===== src/rtl/ifu_fetch_ctrl.sv =====
// Instruction fetch controller: issues one word-aligned fetch at a time,
// waits for the response (bounded by a timeout), hands the instruction to
// decode, then waits for the next PC from writeback.
module ifu_fetch_ctrl #(
  parameter int              XLEN    = 32,
  parameter logic [XLEN-1:0] PC_RST  = 32'h8000_0000,
  parameter int              TIMEOUT = 255
) (
  input  logic            clk,
  input  logic            rst,
  output logic            imem_req_valid,
  input  logic            imem_req_ready,
  output logic [XLEN-1:0] imem_req_addr,
  input  logic            imem_resp_valid,
  input  logic [XLEN-1:0] imem_resp_data,
  input  logic            imem_resp_err,
  output logic            out_valid,
  input  logic            out_ready,
  output logic [XLEN-1:0] out_pc,
  output logic [XLEN-1:0] out_instr,
  output logic            out_fault,
  input  logic            upd_valid,
  input  logic [XLEN-1:0] upd_pc
);

  typedef enum logic [1:0] {
    S_REQ  = 2'd0,
    S_WAIT = 2'd1,
    S_OUT  = 2'd2,
    S_NEXT = 2'd3
  } state_t;

  localparam logic [7:0]      TO_LIMIT = 8'(TIMEOUT);
  localparam logic [XLEN-1:0] NOP_INSN = XLEN'(32'h0000_0013);

  state_t          r_state;
  state_t          w_state_nxt;
  logic [XLEN-1:0] r_pc;
  logic [XLEN-1:0] w_pc_nxt;
  logic [7:0]      r_cnt;
  logic [7:0]      w_cnt_nxt;
  logic [7:0]      w_cnt_inc;
  logic [XLEN-1:0] r_instr;
  logic [XLEN-1:0] w_instr_nxt;
  logic            r_fault;
  logic            w_fault_nxt;
  logic            r_req_valid;
  logic            r_out_valid;
  logic            w_timeout;

  // Timeout fires on the WAIT cycle whose count would reach the limit,
  // and only when no response is present (a response always wins).
  assign w_cnt_inc = r_cnt + 8'd1;
  assign w_timeout = (r_state == S_WAIT) && !imem_resp_valid && (w_cnt_inc == TO_LIMIT);

  // State register with synchronous active-low reset.
  always_ff @(posedge clk) begin
    if (!rst) begin
      r_state <= S_REQ;
    end else begin
      r_state <= w_state_nxt;
    end
  end

  // Next-state decode; inputs not relevant to the current state are ignored.
  always_comb begin
    w_state_nxt = S_REQ;
    case (r_state)
      S_REQ:   w_state_nxt = imem_req_ready ? S_WAIT : S_REQ;
      S_WAIT: begin
        if (imem_resp_valid || w_timeout) begin
          w_state_nxt = S_OUT;
        end else begin
          w_state_nxt = S_WAIT;
        end
      end
      S_OUT:   w_state_nxt = out_ready ? S_NEXT : S_OUT;
      S_NEXT:  w_state_nxt = upd_valid ? S_REQ : S_NEXT;
      default: w_state_nxt = S_REQ;
    endcase
  end

  // Datapath next values: PC update, wait counter, captured instruction/fault.
  always_comb begin
    w_pc_nxt    = r_pc;
    w_cnt_nxt   = r_cnt;
    w_instr_nxt = r_instr;
    w_fault_nxt = r_fault;
    case (r_state)
      S_REQ: begin
        if (imem_req_ready) begin
          w_cnt_nxt = 8'd0;
        end else begin
          w_cnt_nxt = r_cnt;
        end
      end
      S_WAIT: begin
        if (imem_resp_valid) begin
          w_instr_nxt = imem_resp_data;
          w_fault_nxt = imem_resp_err;
        end else if (w_timeout) begin
          w_instr_nxt = NOP_INSN;
          w_fault_nxt = 1'b1;
        end else begin
          w_cnt_nxt = w_cnt_inc;
        end
      end
      S_NEXT: begin
        if (upd_valid) begin
          w_pc_nxt = upd_pc;
        end else begin
          w_pc_nxt = r_pc;
        end
      end
      default: begin
        w_pc_nxt = r_pc;
      end
    endcase
  end

  // Datapath and handshake output registers; valids follow the next state
  // so they are registered and mutually exclusive by construction.
  always_ff @(posedge clk) begin
    if (!rst) begin
      r_pc        <= PC_RST;
      r_cnt       <= 8'd0;
      r_instr     <= '0;
      r_fault     <= 1'b0;
      r_req_valid <= 1'b1;
      r_out_valid <= 1'b0;
    end else begin
      r_pc        <= w_pc_nxt;
      r_cnt       <= w_cnt_nxt;
      r_instr     <= w_instr_nxt;
      r_fault     <= w_fault_nxt;
      r_req_valid <= (w_state_nxt == S_REQ);
      r_out_valid <= (w_state_nxt == S_OUT);
    end
  end

  assign imem_req_valid = r_req_valid;
  assign imem_req_addr  = {r_pc[XLEN-1:2], 2'b00};
  assign out_valid      = r_out_valid;
  assign out_pc         = r_pc;
  assign out_instr      = r_instr;
  assign out_fault      = r_fault;

endmodule


===== config.mk =====
export PLATFORM = sky130hd
export DESIGN_NAME = ifu_fetch_ctrl
export DESIGN_NICKNAME = d
export VERILOG_FILES = /design/src/rtl/ifu_fetch_ctrl.sv
export SDC_FILE = /design/constraint.sdc
export NUM_CORES = 1
export LEC_CHECK = 0
export BUFFER_PORTS_ARGS = -buffer_cell sky130_fd_sc_hd__buf_2
export CAP_MARGIN = 30
export CORE_MARGIN = 2
export CORE_UTILIZATION = 49
export CTS_BUF_LIST = sky130_fd_sc_hd__clkbuf_8
export CTS_CLUSTER_DIAMETER = 30
export CTS_CLUSTER_SIZE = 30
export DETAILED_ROUTE_END_ITERATION = 12
export PLACE_DENSITY = 0.95
export SLEW_MARGIN = 20
export SYNTH_ARGS = -nofsm -noshare
export SYNTH_HDL_FRONTEND = slang
export SYNTH_SLANG_ARGS = --single-unit
export TNS_END_PERCENT = 20

===== constraint.sdc =====
create_clock -name clk -period 5.58 [get_ports clk]
set_input_delay 0.279 -clock clk [delete_from_list [all_inputs] [get_ports clk]]
set_output_delay 0.279 -clock clk [all_outputs]
set_load 0.02 [all_outputs]

# == Yosys cells after proc, flatten, opt, wreduce, memory -nomap -nowiden ==
# Cells that the tools add are included.
# classes
n_addsub,1
n_mul,0
n_div,0
n_lt_le_gt_ge,0
eq_ne,8
shift,0
mux,13
bitwise_logic,0
reduce_logical,11
# op_table
cell,n
two-way mux 32 bit,2
two-way mux 8 bit,3
case mux 8 bit (2 select lines),1
adder 8 x 1 -> 8 bit (second input constant),1
equality test 8 bit (second input constant),1
case mux 2 bit (4 select lines),1
equality test 2 bit (second input constant),3
inequality test 2 bit (second input constant),3
logical NOT 2 bit,2
two-way mux 1 bit,4
two-way mux 2 bit,2
AND reduction 2 bit,2
AND reduction 4 bit,1
nonzero test 2 bit,2
equality test 2 x 1 -> 1 bit (second input constant),1
logical AND 1 bit,2
logical NOT 1 bit,1
logical OR 1 bit,1
# word_totals
ff_bits,77
latchBits,0
mem_bits_rw,0
romBits,0
in_bits,71
memories,0

# == Logic depth before layout (Yosys ltp) ==
# Gate-level depths: netlist of the first run.
# depth
ltp_word,7
ltp_mapped,9
mapped_depth_nobuf,7

# == Least setup slack after synthesis of the first run ==
# OpenSTA, ideal clock, no wires.
# synth_timing
path_type,register to register
startpoint,register r_cnt[1]
endpoint,"register r_instr[21], in the netlist out_instr[21]"
arrival_ns,1.790
slack_ns,3.673
path_stages_with_launch,10
n_path_buf,2
path_cell_list,dfxtp_1 > ha_1 > xor2_1 > nand4_1 > nor4_2 > o21a_2 > o31ai_4 > buf_6 > buf_6 > a22o_1
# synth_between
elab_chain_len,5
# synth_lines
item,line_no,text
from (decl),40,logic [7:0] r_cnt;
from (signal assigned),133,r_cnt <= w_cnt_nxt;
adder 8 x 1 -> 8 bit,53,assign w_cnt_inc = r_cnt + 8'd1;
equality test 8 bit,54,assign w_timeout = (r_state == S_WAIT) && !imem_resp_valid && (w_cnt_inc == TO_LIMIT);
logical AND 1 bit,54,
nonzero test 2 bit (no line),-,
AND reduction 2 bit (no line),-,
to (signal assigned),134,r_instr <= w_instr_nxt;
to (decl),43,logic [XLEN-1:0] r_instr;
# Every way passes these cells.
# A chain may end at the register's enable or synchronous reset.

# == Worst setup path after layout of the first run ==
# layout_timing
startpoint,register r_cnt[1]
endpoint,"register r_instr[4], in the netlist out_instr[4]"
# Same word-level chain as after synthesis.

==> flow_summary.ini, run 1 <==
[status]
status = complete, no violations

[timing]
finalMaxSlewViolations = 0
finalCritPeriodShare_pct = 42.3
rsz0062_at_grt = false
layout_min_cycle_time_ns = 2.36
timing.final.ws_setup_ns = 3.22
finalSetupViolCount = 0
hold_ws_ns = 0.149
tns_ns = 0
max_freq_mhz = 423
tightest_slew_ns = 0.631
slew_headroom_pct = 57.8
hold_viol_final = 0
fin_skew_ns = 0.0122

[clock_tree]
postCtsHoldBufs = 0
cts_max_path_buffers = 2
clk_latency_ns = 0.34
clkSinkCount = 77
cts.clk_slew.worst_paths_ns = 0.08
clock_tree.root_cell = clkbuf_8
cts_resized = 0
cts_setup_buffers = 0
cts_max_level = 3
numCtsBuffers = 9
cts_tree = built

[power_and_ir_drop]
vdd_drop_max_mv = 0.180
total_power_mw = 1.14
p_leak_nw = 1.90
power_density_mw_per_mm2 = 289

[floorplanning]
ios = 170
die_w_um = 83.2
die_h_um = 83.2
fp.coreArea_sq_mm = 0.00599
fp-row-count = 28
start_util_pct = 51.3
dieArea_sq_mm = 0.00692

[grt]
grt_usage_pct = 23.3
grt_pass1_wl_mm = 13.2
antenna_found_initial = 0
grt_max_degree = 39
grt_overflow = 0
grt_pass1_vias = 2872

[drt]
drt-total-wl_mm = 8.11
post_drt_wl_per_cell_um = 14.8
viasPerCell = 5.41
num_vias = 2972
drc_errors = 0
drtIter0Drc = 159
dr.pass1.iters = 4
postRouteAntennaNets = 0

[setup_path]
crit_fanout = 6
start_kind = flop
crit_arrival_ns = 2.64
endpoint_kind = flop
crit_type = reg -> reg
cp.required_ns = 5.86

[synthesis]
synth_area_sq_mm = 0.00307
synth_area_leaders = dfxtp_1 50%, nand2_1 8.7%, a22o_1 8.3%
ys.flop_type = dfxtp_1
synthSimpleGateAreaFrac_pct = 14.7
synth_edf_count = 0
ys_seq_elements = 77
netlist.area_leader.share_pct = 50.2
synth-adder-area-share_pct = 0.814
syn_avg_cell_area_sq_um = 9.06
yosysWarnings = 0
synthCells = 339
yosys.area.top_type = dfxtp_1
muxShareOfSynthArea_pct = 0.733
synth_xor_area_share_pct = 0.570
synth_top_family_by_area = compound AO/OA/AOI/OAI gates
synth-async-reset-ratio_pct = 0
seq_area_frac_synth_pct = 50.2
synth-compound-area-share_pct = 21.2
synth_cell_types = 38

[placement]
port-buffer-count = 167
preCtsSetupSlack_ns = 3.13
place_congestion = 0.966
post_dp_cell_area_sq_mm = 0.00372
dp.cells = 532
dp_hpwl_mm = 5.85

[layout]
antennaDiodeCount = 0
postLayoutCoreUtil_pct = 65.9
syn2layout_area_growth_pct = 28.5
stdcell_count = 549
post-route-cell-area_sq_mm = 0.00395
drive_gt1_share_pct = 41.8
fin_nets = 542
fillCellCount = 478

[run]
cap_violations = 0

[min_path]
hp-class = in -> reg
kinds of logic after synthesis:
kind of cell	Yosys count
adders and majority gates	2
muxes	1
and+or+nand+nor	105
buffers and inverters	59
DFF	77
other	1
xor gates and xnor gates	2
AOI/OAI and AO/OA	92
layer usage:
metal / wire length [um] / track usage, % / share of wire (%) / up-vias
met5: 0 / 0 / 0 / -
met4: 204 / 11.6 / 2.5 / 0
met3: 820 / 6.26 / 10 / 21
met2: 3910 / 38.6 / 48 / 186
met1: 3180 / 27.6 / 39 / 1366
li1: - / - / - / 1399
where the power goes:
part           internal, mW  switching, mW  leakage, nW
clock                 0.231          0.202        0.102
combinational        0.0522         0.0741         1.17
sequential            0.568         0.0125        0.624
total                 0.851          0.289         1.90
final timing paths:
path	from	to	cells after the start	slack (ns)
worst max-delay path	r_cnt[1]$_SDFFE_PN0P_	out_instr[4]$_SDFFE_PN0P_	7	3.22
worst min-delay path	upd_pc[31]	out_pc[31]$_SDFFE_PN1P_	3	0.15
worst max register to register	r_cnt[1]$_SDFFE_PN0P_	out_instr[4]$_SDFFE_PN0P_	7	3.22
worst min register to register	out_pc[3]$_SDFFE_PN0P_	out_pc[3]$_SDFFE_PN0P_	2	0.47
layout make-up:
type,count,area (sq um),share of cell area [%]
Sequential cell,77,1540,39.0
Multi-Input combinational cell,204,1180,30.0
Timing Repair Buffer,171,897,22.7
Clock buffer,11,151,3.84
Tap cell,75,93.8,2.38
Clock inverter,5,58.8,1.49
Inverter,6,22.5,0.571
sequential cells by signal, summed over array words and instances (netlist names):
name,cells
out_instr,32
out_pc,32
r_cnt,8
r_state,2
imem_req_valid,1
out_fault,1
out_valid,1
worst max-delay path, stage by stage, from the launching register on:
cell	delay, ns
dfxtp_1	0.40
ha_1	0.27
xor2_1	0.17
nand4_1	0.14
nor4_2	0.28
o21ai_1	0.24
a21oi_1	0.51
o221a_2	0.29
synthesized netlist by cell type (all sizes together), types with 3 or more instances:
master	number
o221a	4
a22o	29
nand2	71
and3	3
dfxtp	77
o31ai	5
buf	37
clkbuf	16
o21ai	5
inv	6
nor4	3
nor2	13
nand3	8
a21oi	38
cell usage in the layout, fill, tap and decap left out, drive strengths merged, types with 2 or more instances in the layout:
| cell type | count |
|---|---|
| o21ai | 5 |
| nor2b | 2 |
| a22o | 29 |
| clkbuf | 11 |
| ha | 2 |
| and3 | 3 |
| o31ai | 5 |
| a31oi | 2 |
| nand2 | 71 |
| nor2 | 13 |
| o22ai | 2 |
| nor4 | 3 |
| o221a | 4 |
| a21oi | 38 |
| xor2 | 2 |
| conb | 2 |
| nand3 | 8 |
| dfxtp | 77 |
| buf | 171 |
| inv | 6 |
| clkinvlp | 2 |
| o311ai | 2 |
| clkinv | 2 |
Power figures use the tool's default switching activity.
==> run 2: changes to the inputs <==
--- a/config.mk
+++ b/config.mk
@@ -8,12 +8,12 @@
 export BUFFER_PORTS_ARGS = -buffer_cell sky130_fd_sc_hd__buf_2
 export CAP_MARGIN = 30
 export CORE_MARGIN = 2
-export CORE_UTILIZATION = 49
+export CORE_UTILIZATION = 41
 export CTS_BUF_LIST = sky130_fd_sc_hd__clkbuf_8
 export CTS_CLUSTER_DIAMETER = 30
 export CTS_CLUSTER_SIZE = 30
 export DETAILED_ROUTE_END_ITERATION = 12
-export PLACE_DENSITY = 0.95
+export PLACE_DENSITY = 0.86
 export SLEW_MARGIN = 20
 export SYNTH_ARGS = -nofsm -noshare
 export SYNTH_HDL_FRONTEND = slang
==> constraint.sdc (replaced) <==
create_clock -name clk -period 2 [get_ports clk]
set_input_delay 0.1 -clock clk [delete_from_list [all_inputs] [get_ports clk]]
set_output_delay 0.1 -clock clk [all_outputs]
set_load 0.02 [all_outputs]
==> flow_summary.ini, run 2 (synthesis gave the netlist of run 1 again) <==
[floorplanning]
dieArea_sq_mm = 0.00820
fp-row-count = 31
die_h_um = 90.6
die_w_um = 90.6
fp.coreArea_sq_mm = 0.00725
start_util_pct = 42.4
ios = 170

[setup_path]
start_kind = flop
rr_startpoint = r_cnt[0]$_SDFFE_PN0P_
path_buf_inv = 3
endpoint_kind = flop
crit_chain = buf_4 -> inv_1 -> ha_1 -> nand4_1 -> nor4_4 -> o21a_2 -> o31ai_4 -> buf_12 -> a22o_1
cp_top_family = compound AO/OA/AOI/OAI gates
crit_path_top_delay_cell = dfxtp_2
rr_worst_depth = 9
r2r_end = out_instr[23]$_SDFFE_PN0P_
r2r_setup_slack_ns = 0.08
cp.required_ns = 2.23
crit_fanout = 15
crit_type = reg -> reg
timing.critical_path.slowest_cell_delay_ns = 0.35
crit_arrival_ns = 2.15

[layout]
layout_common_cells = 167 x buf_2, 74 x dfxtp_1, 71 x nand2_1, 59 x dlygate4sd3_1, 36 x a21oi_1
final_common_cell = buf_2
stdcell_count = 652
drive_gt1_share_pct = 40.7
syn2layout_area_growth_pct = 54.5
post-route-cell-area_sq_mm = 0.00475
fin_nets = 622
antennaDiodeCount = 0

[timing]
hold_ws_ns = 0.0195
finalSetupViolCount = 0
fin_skew_ns = 0.0120
finalMaxSlewViolations = 0
layout_min_cycle_time_ns = 1.92
finalCritPeriodShare_pct = 96.2
hold_viol_final = 0
max_freq_mhz = 520
tns_ns = 0
rsz0062_at_grt = true

[drt]
postRouteAntennaNets = 0
drtIter0Drc = 129
dr.pass1.iters = 4
viasPerCell = 5.04
post_drt_wl_per_cell_um = 15.8
num_vias = 3288
drt-total-wl_mm = 10.3
drc_errors = 0

[grt]
grt_max_degree = 36
antenna_found_initial = 0
grt_pass1_wl_mm = 16.4
grt_pass1_vias = 3302
grt_usage_pct = 25.0
grt_overflow = 0

[placement]
post_dp_cell_area_sq_mm = 0.00387
place_congestion = 0.887
dp.cells = 574
dp_hpwl_mm = 5.87
port-buffer-count = 167

[clock_tree]
clkSinkCount = 77
cts.clk_slew.worst_paths_ns = 0.09
numCtsBuffers = 9
cts_max_level = 3
clock_tree.root_cell = clkbuf_8
cts_max_path_buffers = 2
clk_latency_ns = 0.34
cts_tree = built

[power_and_ir_drop]
p_leak_nw = 2.24
vdd_drop_max_mv = 0.421
power_density_mw_per_mm2 = 686

[status]
status = complete, no violations

[min_path]
hold_path.startpoint = upd_pc[28]
holdPathStages = 3
whs_endpoint = out_pc[28]$_SDFFE_PN0P_
hp-class = in -> reg

[run]
cap_violations = 0
## run 2: changes by cell type in the layout (fill, tap and decap cells not counted), moves of 2 or more
cell	change
a21oi_1	-2
a21oi_2	+2
buf_4	+21
clkbuf_8	-2
dfxtp_1	-3
dfxtp_2	+3
dlygate4sd3_1	+59
## run 2: final cells by class
cell class / instances / area, sq um
multi-input cells: 205 / 1240
clock inverters: 6 / 63.8
flip-flops and latches: 77 / 1550
inverters: 6 / 22.5
well taps: 99 / 124
clock buffers: 9 / 124
fillers: 533 / 2510
repair buffers: 250 / 1630
## run 2: stage by stage
stage / worst slack (ns) / utilization (%) / power, mW
final: 0.0761 / 65.4 / 3.26
after global routing: 0.0187 / 65.4 / 3.38
after CTS: 0.0344 / 64.8 / 3.26
after detailed placement: -0.325 / 53.3 / 2.01
after global placement: -0.219 / 53.1 / 2.00
after floorplan: 0.0931 / - / 1.86
## run 2: what timing repair did
item                                   CTS  global route
endpoints found under the hold margin   59             0
setup endpoints to repair               31            38
pin swaps                                3             0
gates resized for setup                  1            11
setup buffers                            3             0
hold buffers                            59             0
cloned                                   1             0
## run 2: tightest hold or removal path, cell delays in order
cell and delay, ns:
buf_2 0.10, nand2_1 0.05, a21oi_1 0.05
## run 2: how the worst max path moves through the flow
stage / from / endpoint / slack (ns) / cells past startpoint
finish: r_cnt[0]$_SDFFE_PN0P_ / out_instr[23]$_SDFFE_PN0P_ / 0.08 / 9
global route: r_cnt[0]$_SDFFE_PN0P_ / out_instr[23]$_SDFFE_PN0P_ / 0.02 / 8
CTS: r_cnt[0]$_SDFFE_PN0P_ / out_fault$_SDFFE_PN0P_ / 0.03 / 8
detailed placement: r_cnt[0]$_SDFFE_PN0P_ / out_instr[23]$_SDFFE_PN0P_ / -0.33 / 7
global placement: r_cnt[0]$_SDFFE_PN0P_ / out_instr[11]$_SDFFE_PN0P_ / -0.22 / 7
floorplan: r_cnt[1]$_SDFFE_PN0P_ / out_instr[21]$_SDFFE_PN0P_ / 0.09 / 9
## run 2: metal layers
metal  global-route usage, %  vias up  routed length (um)
li1                        -     1569                   -
met1                    25.8     1514                3920
met2                    47.1      190                5300
met3                    7.76       15                 894
met4                    8.85        0                 188
met5                       0        -                   0
## run 2: power breakdown
part	internal [mW]	switching [mW]	total, mW
Clock	0.570	0.577	1.15
Sequential	1.58	0.0347	1.62
Combinational	0.244	0.249	0.493
Total	2.40	0.861	3.26
